## config.mk

```make
export PLATFORM = sky130hd
export DESIGN_NAME = booth_seq_ctrl_flat
export DESIGN_NICKNAME = d
export VERILOG_FILES = /design/src/rtl/booth_seq_ctrl_if.sv /design/src/rtl/booth_seq_ctrl.sv /design/src/flat_wrapper.sv
export SDC_FILE = /design/constraint.sdc
export NUM_CORES = 1
export LEC_CHECK = 0
export ABC_AREA = 0
export CORE_UTILIZATION = 42
export CTS_BUF_LIST = sky130_fd_sc_hd__clkbuf_4 sky130_fd_sc_hd__clkbuf_8 sky130_fd_sc_hd__clkbuf_16
export DETAILED_ROUTE_END_ITERATION = 8
export DONT_BUFFER_PORTS = 1
export GPL_ROUTABILITY_DRIVEN = 0
export MAX_ROUTING_LAYER = met4
export SYNTH_ARGS = -nofsm -noshare
export SYNTH_HDL_FRONTEND = slang
export SYNTH_SLANG_ARGS = --single-unit
```

## constraint.sdc

```tcl
create_clock -name clk -period 3.9 [get_ports clk]
set_input_delay 0.39 -clock clk [delete_from_list [all_inputs] [get_ports clk]]
set_output_delay 0.39 -clock clk [all_outputs]
set_load 0.01 [all_outputs]
```

## src/rtl/booth_seq_ctrl_if.sv

```systemverilog
// Operand/result handshake bundle for booth_seq_ctrl.
// The master supplies operands and consumes the product; the slave is the multiplier.
interface booth_seq_ctrl_if;
    logic        in_valid;
    logic        in_ready;
    logic [15:0] a;
    logic [15:0] b;
    logic        out_valid;
    logic        out_ready;
    logic [31:0] result;

    modport master (
        output in_valid, a, b, out_ready,
        input  in_ready, out_valid, result
    );

    modport slave (
        input  in_valid, a, b, out_ready,
        output in_ready, out_valid, result
    );
endinterface

```

## src/rtl/booth_seq_ctrl.sv

```systemverilog
// Sequential 16x16 radix-2 Booth multiplier: 17 RUN cycles per product, held until taken.
// Define BOOTH_SIGNED_EN for two's-complement operands; unsigned by default.
module booth_seq_ctrl (
    input  logic                 clk,
    input  logic                 rst_n,
    booth_seq_ctrl_if.slave      bus,
    output logic                 busy,
    output logic [15:0]          op_count
);

    typedef enum logic [1:0] {
        IDLE = 2'd0,
        RUN  = 2'd1,
        HOLD = 2'd2
    } state_t;

    state_t      state;
    logic [16:0] acc;
    logic [16:0] mq;
    logic [16:0] mm;
    logic        q_m1;
    logic [4:0]  iter;

    logic [16:0] ext_a;
    logic [16:0] ext_b;
    logic [16:0] sum;
    logic [16:0] acc_sh;
    logic [16:0] q_sh;

`ifdef BOOTH_SIGNED_EN
    assign ext_a = {bus.a[15], bus.a};
    assign ext_b = {bus.b[15], bus.b};
`else
    assign ext_a = {1'b0, bus.a};
    assign ext_b = {1'b0, bus.b};
`endif

    // One Booth step followed by the arithmetic shift of {A,Q,Q_-1}.
    always_comb begin
        // NOTE: every combinational output gets a default first so no path can infer a latch.
        sum = acc;
        case ({mq[0], q_m1})
            2'b01:   sum = acc + mm;
            2'b10:   sum = acc - mm;
            default: sum = acc;
        endcase
        acc_sh = {sum[16], sum[16:1]};
        q_sh   = {sum[0], mq[16:1]};
    end

    always_ff @(posedge clk) begin
        // NOTE: all state uses non-blocking assignments so every register sees pre-edge values.
        if (!rst_n) begin
            state         <= IDLE;
            acc           <= '0;
            mq            <= '0;
            mm            <= '0;
            q_m1          <= 1'b0;
            iter          <= '0;
            op_count      <= '0;
            bus.result    <= '0;
            bus.in_ready  <= 1'b1;
            bus.out_valid <= 1'b0;
            busy          <= 1'b0;
        end else begin
            case (state)
                IDLE: begin
                    if (bus.in_valid) begin
                        mm           <= ext_a;
                        mq           <= ext_b;
                        acc          <= '0;
                        q_m1         <= 1'b0;
                        iter         <= '0;
                        state        <= RUN;
                        bus.in_ready <= 1'b0;
                        busy         <= 1'b1;
                    end
                end
                RUN: begin
                    acc  <= acc_sh;
                    mq   <= q_sh;
                    q_m1 <= mq[0];
                    iter <= iter + 5'd1;
                    // Last of 17 steps: the shifted values are the final {A,Q}.
                    if (iter == 5'd16) begin
                        state         <= HOLD;
                        busy          <= 1'b0;
                        bus.out_valid <= 1'b1;
                        bus.result    <= {acc_sh[14:0], q_sh};
                    end
                end
                HOLD: begin
                    if (bus.out_ready) begin
                        state         <= IDLE;
                        bus.out_valid <= 1'b0;
                        bus.in_ready  <= 1'b1;
                        op_count      <= op_count + 16'd1;
                    end
                end
                default: begin
                    state         <= IDLE;
                    bus.in_ready  <= 1'b1;
                    bus.out_valid <= 1'b0;
                    busy          <= 1'b0;
                end
            endcase
        end
    end

endmodule

```

## src/flat_wrapper.sv

```systemverilog
// flat-port wrapper written by rule: the top's interface ports become plain ports
module booth_seq_ctrl_flat 
  (clk, rst_n, busy, op_count, bus_in_valid, bus_a, bus_b, bus_out_ready, bus_in_ready, bus_out_valid, bus_result);
  booth_seq_ctrl_if bus_i ();
  input  logic clk;
  input  logic rst_n;
  output logic busy;
  output logic [15:0] op_count;
  input wire logic [$bits(bus_i.in_valid)-1:0] bus_in_valid;
  input wire logic [$bits(bus_i.a)-1:0] bus_a;
  input wire logic [$bits(bus_i.b)-1:0] bus_b;
  input wire logic [$bits(bus_i.out_ready)-1:0] bus_out_ready;
  output wire logic [$bits(bus_i.in_ready)-1:0] bus_in_ready;
  output wire logic [$bits(bus_i.out_valid)-1:0] bus_out_valid;
  output wire logic [$bits(bus_i.result)-1:0] bus_result;
  assign bus_i.in_valid = bus_in_valid;
  assign bus_i.a = bus_a;
  assign bus_i.b = bus_b;
  assign bus_i.out_ready = bus_out_ready;
  assign bus_in_ready = bus_i.in_ready;
  assign bus_out_valid = bus_i.out_valid;
  assign bus_result = bus_i.result;
  booth_seq_ctrl u_core (.clk(clk), .rst_n(rst_n), .bus(bus_i), .busy(busy), .op_count(op_count));
endmodule
```

Word level (Yosys, flattened, before mapping) --
Cells that the tools add are included.
Storage, ports and cells: bits in registers 109, word-level logic and storage cells 57
Cells by class: $add $sub $neg 4, eq/ne operators 8, muxes and demuxes 21, bitwise logic cells 3, reduce and logical (&&, ||, !) cells 10
Operators by type and width (number):
- one-hot mux 17 bit (2 select lines) | 3
- 2-to-1 mux 17 bit | 2
- adder 17 x 16 -> 17 bit | 1
- subtractor 17 x 16 -> 17 bit | 1
- adder 16 x 1 -> 16 bit (second input constant) | 1
- AND reduction 3 bit | 4
- one-hot mux 5 bit (2 select lines) | 1
- one-hot mux 1 bit (3 select lines) | 3
- AND reduction 2 bit | 4
- 2-to-1 mux 1 bit | 6
- 2-to-1 mux 2 bit | 3
- one-hot mux 2 bit (3 select lines) | 1
- adder 5 x 1 -> 5 bit (second input constant) | 1
- == test 5 bit (second input constant) | 1
- 2-to-1 mux 5 bit | 1
- == test 2 x 1 -> 1 bit (second input constant) | 2
- == test 2 bit (second input constant) | 2
- != test 2 bit (second input constant) | 2
- inverter 1 bit | 3
- logical NOT 2 bit | 1
- != test 2 x 1 -> 1 bit (second input constant) | 1
- one-hot mux 1 bit (2 select lines) | 1
- nonzero test 2 bit | 1

Longest topological paths before layout --
depth after elaboration 3, mapped depth 15, depth with buffers taken out 14

Worst setup path before layout --
Ideal clock, no wire load.
path type register to register, start register u_core.mm[2], end register u_core.acc[15], library setup time 0.074 ns, arrival time 2.870 ns, data required time 3.826 ns, path slack 0.956 ns, cell stages (with the launch flop) 14, buffers on the path 0, clock period less this slack 2.944 ns, path through dfxtp_1 -> nor3_1 -> a21oi_1 -> nor2_1 -> o21ai_0 -> xnor2_1 -> ha_1 -> nand2_1 -> o21ai_1 -> a221oi_2 -> o31a_1 -> xnor2_1 -> or4_1 -> a31oi_1
Between the ends: cells in the longest elaborated chain, start to end 3, elaborated cells between the ends (all ways) 4, classes of those cells 2 x add/sub; 2 x mux
RTL lines:
- start: declaration | RTL line booth_seq_ctrl.sv:20 | logic [16:0] mm;
- start signal: assignment | RTL line booth_seq_ctrl.sv:69 | mm <= ext_a;
- subtractor 17 x 16 -> 17 bit or adder 17 x 16 -> 17 bit (tied branches) | RTL line booth_seq_ctrl.sv:44, booth_seq_ctrl.sv:43
- one-hot mux 17 bit (2 select lines) (*) | RTL line booth_seq_ctrl.sv:42 | case ({mq[0], q_m1})
- one-hot mux 17 bit (2 select lines) (*) | RTL line booth_seq_ctrl.sv:66 | case (state)
- end signal: assignment | RTL line booth_seq_ctrl.sv:80 | acc <= acc_sh;
- end: declaration | RTL line booth_seq_ctrl.sv:18 | logic [16:0] acc;
Mark *: on every way between the ends. The rest lies on a longest branch, timed or not. A chain may end at the register's enable or synchronous reset.

Worst setup path in the final report --
start register u_core.mq[0], end register u_core.acc[15]
Between the ends: cells in the longest elaborated chain, start to end 3, elaborated cells between the ends (all ways) 4, classes of those cells 2 x eq/ne; 2 x mux
RTL lines:
- start: declaration | RTL line booth_seq_ctrl.sv:19 | logic [16:0] mq;
- start signal: assignment | RTL line booth_seq_ctrl.sv:70 | mq <= ext_b;
- start signal: assignment | RTL line booth_seq_ctrl.sv:81 | mq <= q_sh;
- == test 2 bit or == test 2 x 1 -> 1 bit (tied branches) | RTL line booth_seq_ctrl.sv:42
- one-hot mux 17 bit (2 select lines) (*) | RTL line booth_seq_ctrl.sv:42
- one-hot mux 17 bit (2 select lines) (*) | RTL line booth_seq_ctrl.sv:66
Marked as above.

==> results_dict.tcl <==
set metrics [dict create \
    status "completed" \
    synth_edf_count 0 \
    cp-start-kind "register" \
    grt.total_usage 0.211 \
    post_cts_resize_count 0 \
    drive_gt1_frac 0.0518 \
    routed_wl_mm 13.1 \
    seq_area_frac_synth 0.399 \
    cap_viol_max_count 0 \
    drt_iter0_markers 251 \
    synth_area_sq_um 5420 \
    dp_hpwl_mm 9.27 \
    fillers 1302 \
    cts_tree "yes" \
    multi_input_area_sq_um 3040 \
    die-height_um 116 \
    synth-main-ff-cell "dfxtp_1" \
    timing.final.crit_period_ns 3.40 \
    pwr-share-comb 0.214 \
    vdd_drop_max_v 0.000339 \
    critPathCaptureType "register" \
    fin_worst_skew_ns 0.0107 \
    critPathArrivalTime_ns 3.68 \
    fp.dieArea_sq_um 13400 \
    viasPerCell 5.53 \
    crit_path_max_fanout 16 \
    rsz0062_at_grt "false" \
    synth_warnings 0 \
    syn_inst 698 \
    fin_crit_sh 0.872 \
    holdBufCountCts 0 \
    worst_slew_pin_slew_ns 0.868 \
    antenna_left 0 \
    nets 730 \
    drcViolationCount 0 \
    holdCritPathClass "in -> reg" \
    p_leak_uw 0.00210 \
    async_flop_share 0 \
    fmax_mhz 294 \
    syn_area_per_cell_sq_um 7.77 \
    crit_type "reg -> reg" \
    p_clk_frac 0.330 \
    synth_fp_nets 756 \
    grt_antenna_before_repair 0 \
    clock_path_buffers 2 \
    dr.pass1.iters 4 \
    port_buffers 0 \
    crit_required_ns 4.18 \
    regArea_sq_um 2160 \
    cts_sinks 108 \
    slew_headroom 0.421 \
    fin_area_sq_um 5800 \
    start_util 0.430 \
    ys_seq_elements 108 \
    cts_buffers 9 \
    intPower_uw 1800 \
    cts_root_buf "clkbuf_16" \
    instances_no_fill 848 \
    rows 41 \
    final_max_slew_viol_count 0 \
    clock_latency_ns 0.35 \
    num_antenna_cells 0 \
    sequentialPowerShare 0.456 \
    grt_max_degree 60 \
    dpl_cell_area_sq_um 5520 \
    setup_viol 0 \
    die_w_um 116 \
    core_sq_um 12600 \
    p_switching_uw 783 \
    detail_route.wl_per_cell_um 15.5 \
    placed_cells 833 \
    grt_overflow 0 \
    grt_pass1_wl_mm 21.2 \
    ioPinCount 87 \
    path_clk_slew_ns 0.07 \
    yosys.cell_types.count 53 \
    timing.setup.tns_ns 0 \
    grt_pass1_vias 4356 \
    via_count 4692 \
    sw_frac_of_total 0.303 \
    htreeDepth 3 \
    hold_viol_final 0 \
    power_density_nw_per_um2 446 \
    cts_setup_buffers 0 \
    area_delta_synth_final_pct 6.95 \
]
[cell usage after synthesis, types with 3 or more instances]
master,number,share of area
mux2_2,3,0.0062
mux2i_1,5,0.0092
nand3_1,18,0.017
nor3_1,14,0.013
o21bai_1,3,0.0042
xor2_1,13,0.021
a21o_1,3,0.0042
a311oi_1,17,0.027
buf_2,3,0.0028
nand4_1,6,0.0069
a21oi_2,3,0.0048
and3_1,5,0.0058
nor2_1,78,0.054
nand2b_1,10,0.012
a31oi_1,13,0.015
inv_1,14,0.0097
dfxtp_1,108,0.40
buf_1,4,0.0028
a211oi_1,4,0.0055
nand2_1,138,0.096
and2_1,5,0.0058
clkbuf_1,37,0.026
a32oi_1,3,0.0048
ha_1,21,0.048
o21ai_0,29,0.027
a21oi_1,79,0.073
xnor2_1,28,0.045
[sequential cells by signal, indices dropped and copies added, names as in the netlist]
signal	count
u_core.bus.in_ready	1
u_core.bus.out_valid	1
u_core.acc	16
u_core.mm	16
u_core.iter	5
u_core.op_count	16
u_core.q_m1	1
u_core.mq	17
u_core.busy	1
u_core.state	2
u_core.bus.result	32
[layout by cell type, fill, tap and decap left out, types with 2 or more instances in the layout]
| cell type | netlist | routed |
|---|---|---|
| nand2_1 | 138 | 138 |
| dfxtp_1 | 108 | 108 |
| a21oi_1 | 79 | 79 |
| nor2_1 | 78 | 77 |
| o21ai_0 | 29 | 29 |
| xnor2_1 | 28 | 28 |
| ha_1 | 21 | 21 |
| nand3_1 | 18 | 18 |
| a311oi_1 | 17 | 17 |
| nor3_1 | 14 | 14 |
| inv_1 | 14 | 13 |
| a31oi_1 | 13 | 13 |
| xor2_1 | 13 | 13 |
| nand2b_1 | 10 | 9 |
| clkbuf_16 | 0 | 9 |
| buf_4 | 0 | 7 |
| nand4_1 | 6 | 6 |
| and3_1 | 5 | 5 |
| and2_1 | 5 | 5 |
| mux2i_1 | 5 | 5 |
| a211oi_1 | 4 | 4 |
| mux2_2 | 3 | 3 |
| a21o_1 | 3 | 3 |
| a21oi_2 | 3 | 3 |
| o21bai_1 | 3 | 3 |
| a32oi_1 | 3 | 3 |
| clkbuf_4 | 0 | 3 |
| nor4_1 | 2 | 2 |
| or3_1 | 2 | 2 |
| nor2b_1 | 2 | 2 |
| nand3b_1 | 2 | 2 |
| o2111ai_1 | 2 | 2 |
| o21ai_1 | 2 | 2 |
| or4_1 | 2 | 2 |
| o21a_1 | 2 | 2 |
| clkinv_4 | 0 | 2 |
[cell type report]
| cell class | count | share of cell area |
|---|---|---|
| inverter | 14 | 0.00907 |
| multi-input combinational | 532 | 0.525 |
| timing repair buffer | 7 | 0.00907 |
| clock inverter | 3 | 0.00432 |
| sequential | 108 | 0.373 |
| tap | 172 | 0.0371 |
| clock buffer | 12 | 0.0427 |
[cells by family after synthesis]
| group | count (synthesis) | share of synthesized area |
|---|---|---|
| DFF | 108 | 0.399 |
| adders and majority gates | 22 | 0.0522 |
| AOI/OAI and AO/OA | 172 | 0.197 |
| buffers and inverters | 58 | 0.0409 |
| xor gates and xnor gates | 41 | 0.0663 |
| muxes | 8 | 0.0155 |
| and+or+nand+nor | 289 | 0.229 |
[critical path, cell delays in order, from the launching register on]
cell and delay (ns):
dfxtp_1 0.35, ha_1 0.53, a21oi_1 0.15, nor2_1 0.26, o21ai_0 0.16, xnor2_1 0.17
ha_1 0.36, nand2_1 0.18, o21ai_1 0.13, a221oi_2 0.24, o31a_1 0.18, xnor2_1 0.08
or4_1 0.40, a31oi_1 0.13
[layer usage]
metal  routed length, um  GRT usage  share of wire  vias up
li1                    -          -              -     2360
met1                6050      0.257           0.46     2203
met2                5990      0.337           0.46      109
met3                 835     0.0638          0.064       20
met4                 236     0.0589          0.018        0
met5                   0          -              0        -
[stage by stage]
stage	power (uW)	hold slack (ns)	util	worst slack, ns
final	2590	0.108	0.459	0.499
after global routing	2720	0.0911	0.459	0.153
after CTS	2610	0.0923	0.459	0.517
after detailed placement	1760	0.444	0.438	0.534
after global placement	1750	0.439	0.438	0.648
after floorplan	1640	0.423	-	0.956
[power groups by stage]
| stage | Sequential, uW | Combinational (uW) | Clock, uW |
|---|---|---|---|
| after CTS | 1180 | 553 | 880 |
| final | 1180 | 553 | 854 |
| after global placement | 1200 | 542 | 0 |
| after detailed placement | 1210 | 550 | 0 |
| after floorplan | 1190 | 447 | 0 |
| after global routing | 1190 | 619 | 920 |
[final timing paths]
kind	start	end	slack [ns]	cells past startpoint
max	u_core.mq[0]	u_core.acc[15]	0.50	13
min	rst_n	u_core.bus.in_ready	0.11	1
max reg2reg	u_core.mq[0]	u_core.acc[15]	0.50	13
min reg2reg	u_core.iter[4]	u_core.iter[4]	0.45	1
No activity file was read; power rests on OpenSTA's default activity.
